==> src/rtl/prince_inv_sbox_cms_if.sv <==
// Handshake and share bus for the masked PRINCE inverse S-box.
// The randomness bus is named rnd because rand is a reserved word.
interface prince_inv_sbox_cms_if;
    logic        in_valid;
    logic        in_ready;
    logic [3:0]  in_s0;
    logic [3:0]  in_s1;
    logic [31:0] rnd;
    logic        out_valid;
    logic        out_ready;
    logic [3:0]  out_s0;
    logic [3:0]  out_s1;

    // Upstream/downstream view: drives inputs and accepts outputs.
    modport master (
        output in_valid, in_s0, in_s1, rnd, out_ready,
        input  in_ready, out_valid, out_s0, out_s1
    );

    // Block view.
    modport slave (
        input  in_valid, in_s0, in_s1, rnd, out_ready,
        output in_ready, out_valid, out_s0, out_s1
    );
endinterface

==> src/rtl/prince_inv_sbox_cms.sv <==
// Two-share first-order CMS PRINCE inverse S-box.
// Stage 1 expands each output bit into eight non-complete shares with ring
// refresh and registers them; stage 2 compresses back to two shares.
// Share j reads x_{j2}, y_{j1}, z_{j0}, w_{j2^j1^j0}; rnd[8i+j] is m_j of bit i.
module prince_inv_sbox_cms (
    input logic                   clk,
    input logic                   rst_n,
    prince_inv_sbox_cms_if.slave  bus
);

    // Unmasked inverse S-box, entry v at bits [4v+3:4v].
    localparam logic [63:0] SINV_TBL = 64'h1CE5_046A_98DF_237B;

    // ANF coefficients of each output bit (Moebius transform of the table).
    // Bit 16*b+m is the coefficient of monomial m (bit0=x, 1=y, 2=z, 3=w).
    function automatic logic [63:0] anf_all();
        logic [63:0] a;
        logic [15:0] t;
        a = '0;
        for (int unsigned b = 0; b < 4; b++) begin
            t = '0;
            for (int unsigned v = 0; v < 16; v++) t[v] = SINV_TBL[4*v+b];
            for (int unsigned k = 0; k < 4; k++)
                for (int unsigned v = 0; v < 16; v++)
                    if (v[k]) t[v] = t[v] ^ t[v ^ (32'd1 << k)];
            a[16*b +: 16] = t;
        end
        return a;
    endfunction

    localparam logic [63:0] ANF = anf_all();

    // Lowest share index whose domain selection covers the expanded term
    // with variable set m and per-variable share choice c.
    function automatic logic [2:0] home_share(input logic [3:0] m, input logic [3:0] c);
        logic [2:0] h;
        logic [2:0] jj;
        h = 3'd0;
        for (int unsigned n = 0; n < 8; n++) begin
            jj = 3'(7 - n);
            if (!(m[0] && (jj[2] != c[0])) &&
                !(m[1] && (jj[1] != c[1])) &&
                !(m[2] && (jj[0] != c[2])) &&
                !(m[3] && ((^jj) != c[3])))
                h = jj;
        end
        return h;
    endfunction

    logic [31:0] f;
    logic [31:0] r;
    logic [31:0] s1_r;
    logic        s1_valid;
    logic        o_valid;
    logic [3:0]  o_s0;
    logic [3:0]  o_s1;
    logic [3:0]  c0;
    logic [3:0]  c1;
    logic        adv1;
    logic        adv2;

    assign adv2          = !o_valid | bus.out_ready;
    assign adv1          = !s1_valid | adv2;
    assign bus.in_ready  = adv1;
    assign bus.out_valid = o_valid;
    assign bus.out_s0    = o_s0;
    assign bus.out_s1    = o_s1;

    // Expansion: every share combination of every ANF monomial is routed to
    // its home share, so each f[8i+j] only sees the shares allowed for j.
    always_comb begin
        logic [3:0] m;
        logic [3:0] c;
        logic       term;
        logic [2:0] h;
        f    = '0;
        m    = '0;
        c    = '0;
        term = 1'b0;
        h    = '0;
        for (int unsigned i = 0; i < 4; i++) begin
            f[8*i] = ANF[16*i];
            for (int unsigned mi = 1; mi < 16; mi++) begin
                if (ANF[16*i+mi]) begin
                    for (int unsigned ci = 0; ci < 16; ci++) begin
                        m = 4'(mi);
                        c = 4'(ci);
                        if ((c & ~m) == 4'd0) begin
                            term = 1'b1;
                            for (int unsigned k = 0; k < 4; k++)
                                if (m[k]) term = term & (c[k] ? bus.in_s1[k] : bus.in_s0[k]);
                            h = home_share(m, c);
                            f[8*i + 32'(h)] = f[8*i + 32'(h)] ^ term;
                        end
                    end
                end
            end
        end
    end

    // Ring refresh: each mask enters two neighbouring shares and cancels.
    always_comb begin
        r = '0;
        for (int unsigned i = 0; i < 4; i++)
            for (int unsigned j = 0; j < 8; j++)
                r[8*i+j] = f[8*i+j] ^ bus.rnd[8*i+j] ^ bus.rnd[8*i + ((j+1) % 8)];
    end

    // Compression of registered shares: 0..3 to share 0, 4..7 to share 1.
    always_comb begin
        c0 = '0;
        c1 = '0;
        for (int unsigned i = 0; i < 4; i++) begin
            c0[i] = ^s1_r[8*i +: 4];
            c1[i] = ^s1_r[8*i+4 +: 4];
        end
    end

    // Stage 1 register: captures refreshed shares on an accepted input.
    always_ff @(posedge clk or negedge rst_n) begin
        if (!rst_n) begin
            s1_r     <= '0;
            s1_valid <= 1'b0;
        end else if (adv1) begin
            s1_valid <= bus.in_valid;
            if (bus.in_valid) s1_r <= r;
        end
    end

    // Stage 2 register: captures compressed shares when stage 1 moves on.
    always_ff @(posedge clk or negedge rst_n) begin
        if (!rst_n) begin
            o_s0    <= '0;
            o_s1    <= '0;
            o_valid <= 1'b0;
        end else if (adv2) begin
            o_valid <= s1_valid;
            if (s1_valid) begin
                o_s0 <= c0;
                o_s1 <= c1;
            end
        end
    end

endmodule

==> src/flat_wrapper.sv <==
// flat-port wrapper written by rule: the top's interface ports become plain ports
module prince_inv_sbox_cms_flat 
  (clk, rst_n, bus_in_valid, bus_in_s0, bus_in_s1, bus_rnd, bus_out_ready, bus_in_ready, bus_out_valid, bus_out_s0, bus_out_s1);
  prince_inv_sbox_cms_if bus_i ();
  input logic clk;
  input logic rst_n;
  input wire logic [$bits(bus_i.in_valid)-1:0] bus_in_valid;
  input wire logic [$bits(bus_i.in_s0)-1:0] bus_in_s0;
  input wire logic [$bits(bus_i.in_s1)-1:0] bus_in_s1;
  input wire logic [$bits(bus_i.rnd)-1:0] bus_rnd;
  input wire logic [$bits(bus_i.out_ready)-1:0] bus_out_ready;
  output wire logic [$bits(bus_i.in_ready)-1:0] bus_in_ready;
  output wire logic [$bits(bus_i.out_valid)-1:0] bus_out_valid;
  output wire logic [$bits(bus_i.out_s0)-1:0] bus_out_s0;
  output wire logic [$bits(bus_i.out_s1)-1:0] bus_out_s1;
  assign bus_i.in_valid = bus_in_valid;
  assign bus_i.in_s0 = bus_in_s0;
  assign bus_i.in_s1 = bus_in_s1;
  assign bus_i.rnd = bus_rnd;
  assign bus_i.out_ready = bus_out_ready;
  assign bus_in_ready = bus_i.in_ready;
  assign bus_out_valid = bus_i.out_valid;
  assign bus_out_s0 = bus_i.out_s0;
  assign bus_out_s1 = bus_i.out_s1;
  prince_inv_sbox_cms u_core (.clk(clk), .rst_n(rst_n), .bus(bus_i));
endmodule
==> config.mk <==
export PLATFORM = sky130hd
export DESIGN_NAME = prince_inv_sbox_cms_flat
export DESIGN_NICKNAME = d
export VERILOG_FILES = /design/src/rtl/prince_inv_sbox_cms_if.sv /design/src/rtl/prince_inv_sbox_cms.sv /design/src/flat_wrapper.sv
export SDC_FILE = /design/constraint.sdc
export NUM_CORES = 1
export LEC_CHECK = 0
export ABC_CLOCK_PERIOD_IN_PS = 1210
export BUFFER_PORTS_ARGS = -buffer_cell sky130_fd_sc_hd__buf_2
export CAP_MARGIN = 20
export CORE_ASPECT_RATIO = 0.6
export CORE_MARGIN = 1.5
export CORE_UTILIZATION = 51
export DETAILED_ROUTE_END_ITERATION = 12
export PLACE_DENSITY = 0.77
export SKIP_CTS_REPAIR_TIMING = 1
export SYNTH_ARGS = -nofsm -noshare
export SYNTH_HDL_FRONTEND = slang
export SYNTH_SLANG_ARGS = --single-unit
export TNS_END_PERCENT = 50
==> constraint.sdc <==
create_clock -name clk -period 1.21 [get_ports clk]
set_clock_uncertainty 0.1 [all_clocks]
set_input_delay 0.1815 -clock clk [delete_from_list [all_inputs] [get_ports clk]]
set_output_delay 0.1815 -clock clk [all_outputs]
set_load 0.01 [all_outputs]
## Word level (Yosys, flattened, before mapping)

Cells that the tools add are included.

| storage, ports and cells | value |
|---|---|
| latch bits | 0 |
| ROM bits | 0 |
| input port bits | 44 |
| bits in writable memories | 0 |
| word-level logic and storage cells | 228 |
| register bits | 42 |
| output and inout port bits | 10 |
| memories kept | 0 |

| cells by class | value |
|---|---|
| reductions and logical operators | 12 |
| $mul | 0 |
| order comparisons | 0 |
| div/mod/pow operators | 0 |
| add/subtract/negate cells | 0 |
| shift operators | 0 |
| muxes and demuxes | 0 |
| bitwise logic cells | 211 |
| equal/unequal tests | 0 |

Operators with widths:

| operator | number |
|---|---|
| $xor 1x1->1 | 154 |
| $and 1x1->1 | 52 |
| $reduce_xor 4->1 | 8 |
| $reduce_and 2->1 | 2 |
| $not 1->1 | 3 |
| $logic_not 1->1 | 2 |
| $or 1x1->1 | 2 |

## Depth between registers and ports, before layout

| depth | value |
|---|---|
| depth in word-level cells | 11 |
| mapped depth | 8 |
| depth with buffers taken out | 6 |

## Worst setup path after synthesis

OpenSTA, ideal clock, no wires.

| timing path | value |
|---|---|
| kind | input -> register |
| from | in bus_in_s1[2] |
| to | reg u_core.s1_r[1] |
| setup time | 0.135 ns |
| path slack | -0.439 ns |
| data arrival time | 1.414 ns |
| stages on the path | 8 |
| buffers on the path | 2 |
| path through | buf_4 > buf_4 > and2_1 > ha_1 > xor2_1 > xnor2_1 > xnor2_1 > o21ai_0 |

| on the way | value |
|---|---|
| cells in the longest elaborated chain, start to end | 7 |

RTL lines:

| item | RTL line | RTL |
|---|---|---|
| from (decl) | flat_wrapper.sv:9 | `input wire logic [$bits(bus_i.in_s1)-1:0] bus_in_s1;` |
| $and 1x1->1 | prince_inv_sbox_cms.sv:91 | `if (m[k]) term = term & (c[k] ? bus.in_s1[k] : bus.in_s0[k]);` |
| $xor 1x1->1 (3 in a row) | prince_inv_sbox_cms.sv:93 | `f[8*i + 32'(h)] = f[8*i + 32'(h)] ^ term;` |
| $xor 1x1->1 * | prince_inv_sbox_cms.sv:93 |  |
| $xor 1x1->1 * (2 in a row) | prince_inv_sbox_cms.sv:106 | `r[8*i+j] = f[8*i+j] ^ bus.rnd[8*i+j] ^ bus.rnd[8*i + ((j+1) % 8)];` |
| to (signal assigned) | prince_inv_sbox_cms.sv:126 | `if (bus.in_valid) s1_r <= r;` |
| to (decl) | prince_inv_sbox_cms.sv:52 | `logic [31:0] s1_r;` |

Mark *: on every way between the ends. The rest lies on a longest branch, timed or not.
A chain may end at the register's enable or synchronous reset.

## Worst setup path in the final report

| timing path | value |
|---|---|
| from | reg u_core.s1_valid |
| to | out bus_in_ready |

| on the way | value |
|---|---|
| cells in the longest elaborated chain, start to end | 2 |

RTL lines:

| item | RTL line | RTL |
|---|---|---|
| from (decl) | prince_inv_sbox_cms.sv:53 | `logic s1_valid;` |
| from (signal assigned) | prince_inv_sbox_cms.sv:125 | `s1_valid <= bus.in_valid;` |
| $logic_not 1->1 | prince_inv_sbox_cms.sv:63 | `assign adv1 = !s1_valid \| adv2;` |
| $or 1x1->1 | prince_inv_sbox_cms.sv:63 |  |
| to (decl) | flat_wrapper.sv:12 | `output wire logic [$bits(bus_i.in_ready)-1:0] bus_in_ready;` |

Every way passes these cells.

==> impl_metrics.toml <==
[floorplan]
ios = 54
start_util_pct = 52.81
die_area_um2 = 6247
die_h_um = 61.83
core_um2 = 5570
rows = 21
die_x_um = 101.0

[logic_synthesis]
yosysTopAreaCell = "dfrtp_1"
seq_area_frac_synth_pct = 35.73
synth_top_area_share_pct = 35.73
ys_seq_elements = 42
synth_area_um2 = 2942
ys_warn_count = 0
synth.distinct_cells = 43
syn_avg_cell_area_um2 = 9.135
yosys-top-cells-area = "dfrtp_1 (36%), xnor2_1 (23%), nand2_1 (6.3%)"
syn_nets = 367
synthCells = 322

[clock_tree]
clock_latency_ps = 300
clk_pin_slew_worst_paths_ps = 80
cts-root-buf = "clkbuf_8"
clock_path_buffers = 2
clock_sinks = 42
htree_levels = 2
cts_buffers = 5
cts_tree = "built"

[status]
violations = "setup timing"
status = "finished, violations left"

[power]
ir_drop_v = 0.0005361
leakagePower_nw = 1.522
powerDensity_nw_per_um2 = 1352
total_power_w = 0.004839

[global_route]
grt-ovfl-total = 0
antenna_found_initial = 0
grt_pass1_wl_mm = 10.10
grt_pass1_vias = 2164
grt_usage_pct = 21.63
grt_max_degree = 43

[critical_path]
cpMaxStageDelayCell = "dfrtp_1"
r2r_slack_ps = -60
reg2reg_to = "u_core.s1_r[26]$_DFFE_PN0P_"
arrival_ps = 1090
cp_cell_sequence = "nand3b_1 > buf_6 > buf_6"
critPathCaptureType = "output port"
cpMostUsedCell = "buf_6"
startpoint_type = "register"
crit_path_max_fanout = 3
cp_slowest_stage_delay_ps = 380
required_ps = 930
critical_path_class = "reg2out"
r2r_cells = 3
r2r-start = "u_core.s1_valid$_DFFE_PN0N_"

[sta]
rsz0062_at_grt = "true"
fmax_mhz = 730.7
min_period_over_period_pct = 113.1
tightest_slew_ps = 266.8
slew_violations = 0
setup_viol = 38
hold_viol_final = 0
period_needed_ps = 1369
relSlewSlack_pct = 82.03
setup_ws_ps = -158.6

[hold_path]
min_path_cells = 2
holdPathEnd = "u_core.s1_r[24]$_DFFE_PN0P_"
min-delay-path-class = "in2reg"
hp-start = "bus_in_valid"

[place]
gp_congestion = 0.8657
dp_hpwl_mm = 4.627
place_ws_ps = -244.2
port_buffers = 53

[layout]
multi_input_area_um2 = 1748
n_antenna_cell = 0
fin_nets = 433
seq_area_um2 = 1051
synthToLayoutAreaGrowth_pct = 21.65
utilization_pct = 64.24
nFillCells = 491
layout-drive-gt1-share_pct = 25.26

[drt]
drt-total-wl_mm = 6.028
wl_per_cell_um = 12.88
postRouteAntennaNets = 0
drc = 0
num_vias = 2293
firstDrtPassIters = 4
viasPerCell = 4.900
first_iter_violations = 95

[run]
drv_cap = 0
[logic make-up after synthesis]
kind of cell	share of synthesized area (%)
fa+ha+maj	0.4253
flops	35.73
simple gates	14.25
xor+xnor	28.88
compound gates	13.74
buf+inv	5.444
mux	1.531
[placed cells by master (no fill, tap or decap), drive strengths merged, types with 5 or more instances in the layout]
cell type and count:
xor2 20, a21oi 7, dfrtp 42, nor2 5, xnor2 77, o21ai 46, nand2 49, buf 79
nand2b 10, clkbuf 6
[report_power, final]
group	switching (W)	internal, W
sequential	0.000221	0.00176
combinational	0.000812	0.000910
clock	0.000478	0.000660
[layer usage]
metal	vias to the layer above	global-route usage, %	wire length, µm
met5	-	0	0
met4	0	7.143	69
met3	7	4.251	254
met2	49	32.60	2567
met1	1049	31.58	3137
li1	1188	-	-
[sequential cells by signal (all words and copies together), names as in the netlist]
signal                count
u_core.bus.out_valid      1
u_core.s1_r              32
u_core.bus.out_s0         4
u_core.s1_valid           1
u_core.bus.out_s1         4
[metrics by stage]
stage	instance area (µm²)	cells	hold WS, ps	setup TNS, ps
after floorplan	2987	322	-214.1	-3266
after global placement	3431	458	71.19	-2755
after detailed placement	3431	458	72.38	-3868
after CTS	3543	465	-256.8	-209.0
after global routing	3578	468	59.52	-4066
final	3578	468	44.72	-1181
[Yosys cell counts, drive strengths merged]
cell type / instances
nand2: 49
o22ai: 3
nand4b: 1
a31oi: 1
ha: 1
o311ai: 1
nor3: 1
o211ai: 2
a2bb2oi: 1
o21a: 1
nand3b: 2
inv: 3
clkbuf: 2
and3b: 1
a41oi: 1
mux2: 4
buf: 19
a32oi: 1
nand2b: 10
and2: 3
nand4bb: 2
nor2b: 2
xnor2: 77
a21boi: 2
and3: 1
and4b: 1
o21ai: 46
nand3: 4
dfrtp: 42
or2: 1
nor2: 5
or3: 1
nand4: 1
a21oi: 7
o21ba: 1
nor3b: 1
o31ai: 1
xor2: 20
[worst max-delay path, delay by kind of cell (launching register included)]
| kind | cells | cell delay [ps] |
|---|---|---|
| flip-flops | 1 | 380 |
| buffers and inverters | 2 | 270 |
| AND/OR/NAND/NOR | 1 | 150 |
[how the worst max path moves through the flow]
stage,slack [ps],startpoint,depth (start not counted),to
2_1_floorplan,-340,bus_in_s1[2],8,u_core.s1_r[1]$_DFFE_PN0P_
3_3_place_gp,-220,bus_in_s1[2],7,u_core.s1_r[1]$_DFFE_PN0P_
3_5_place_dp,-240,bus_in_s1[2],7,u_core.s1_r[1]$_DFFE_PN0P_
4_1_cts,-170,u_core.bus.out_valid$_DFFE_PN0P_,3,bus_in_ready
5_1_grt,-220,u_core.s1_valid$_DFFE_PN0N_,3,bus_in_ready
6_report,-160,u_core.s1_valid$_DFFE_PN0N_,3,bus_in_ready
[layout make-up]
type / count / share of cell area (%)
Multi-Input combinational cell: 256 / 48.85
Sequential cell: 42 / 29.37
Timing Repair Buffer: 80 / 15.52
Tap cell: 80 / 2.797
Clock buffer: 6 / 2.308
Clock inverter: 1 / 0.8392
Inverter: 3 / 0.3147
Power figures use the tool's default switching activity.
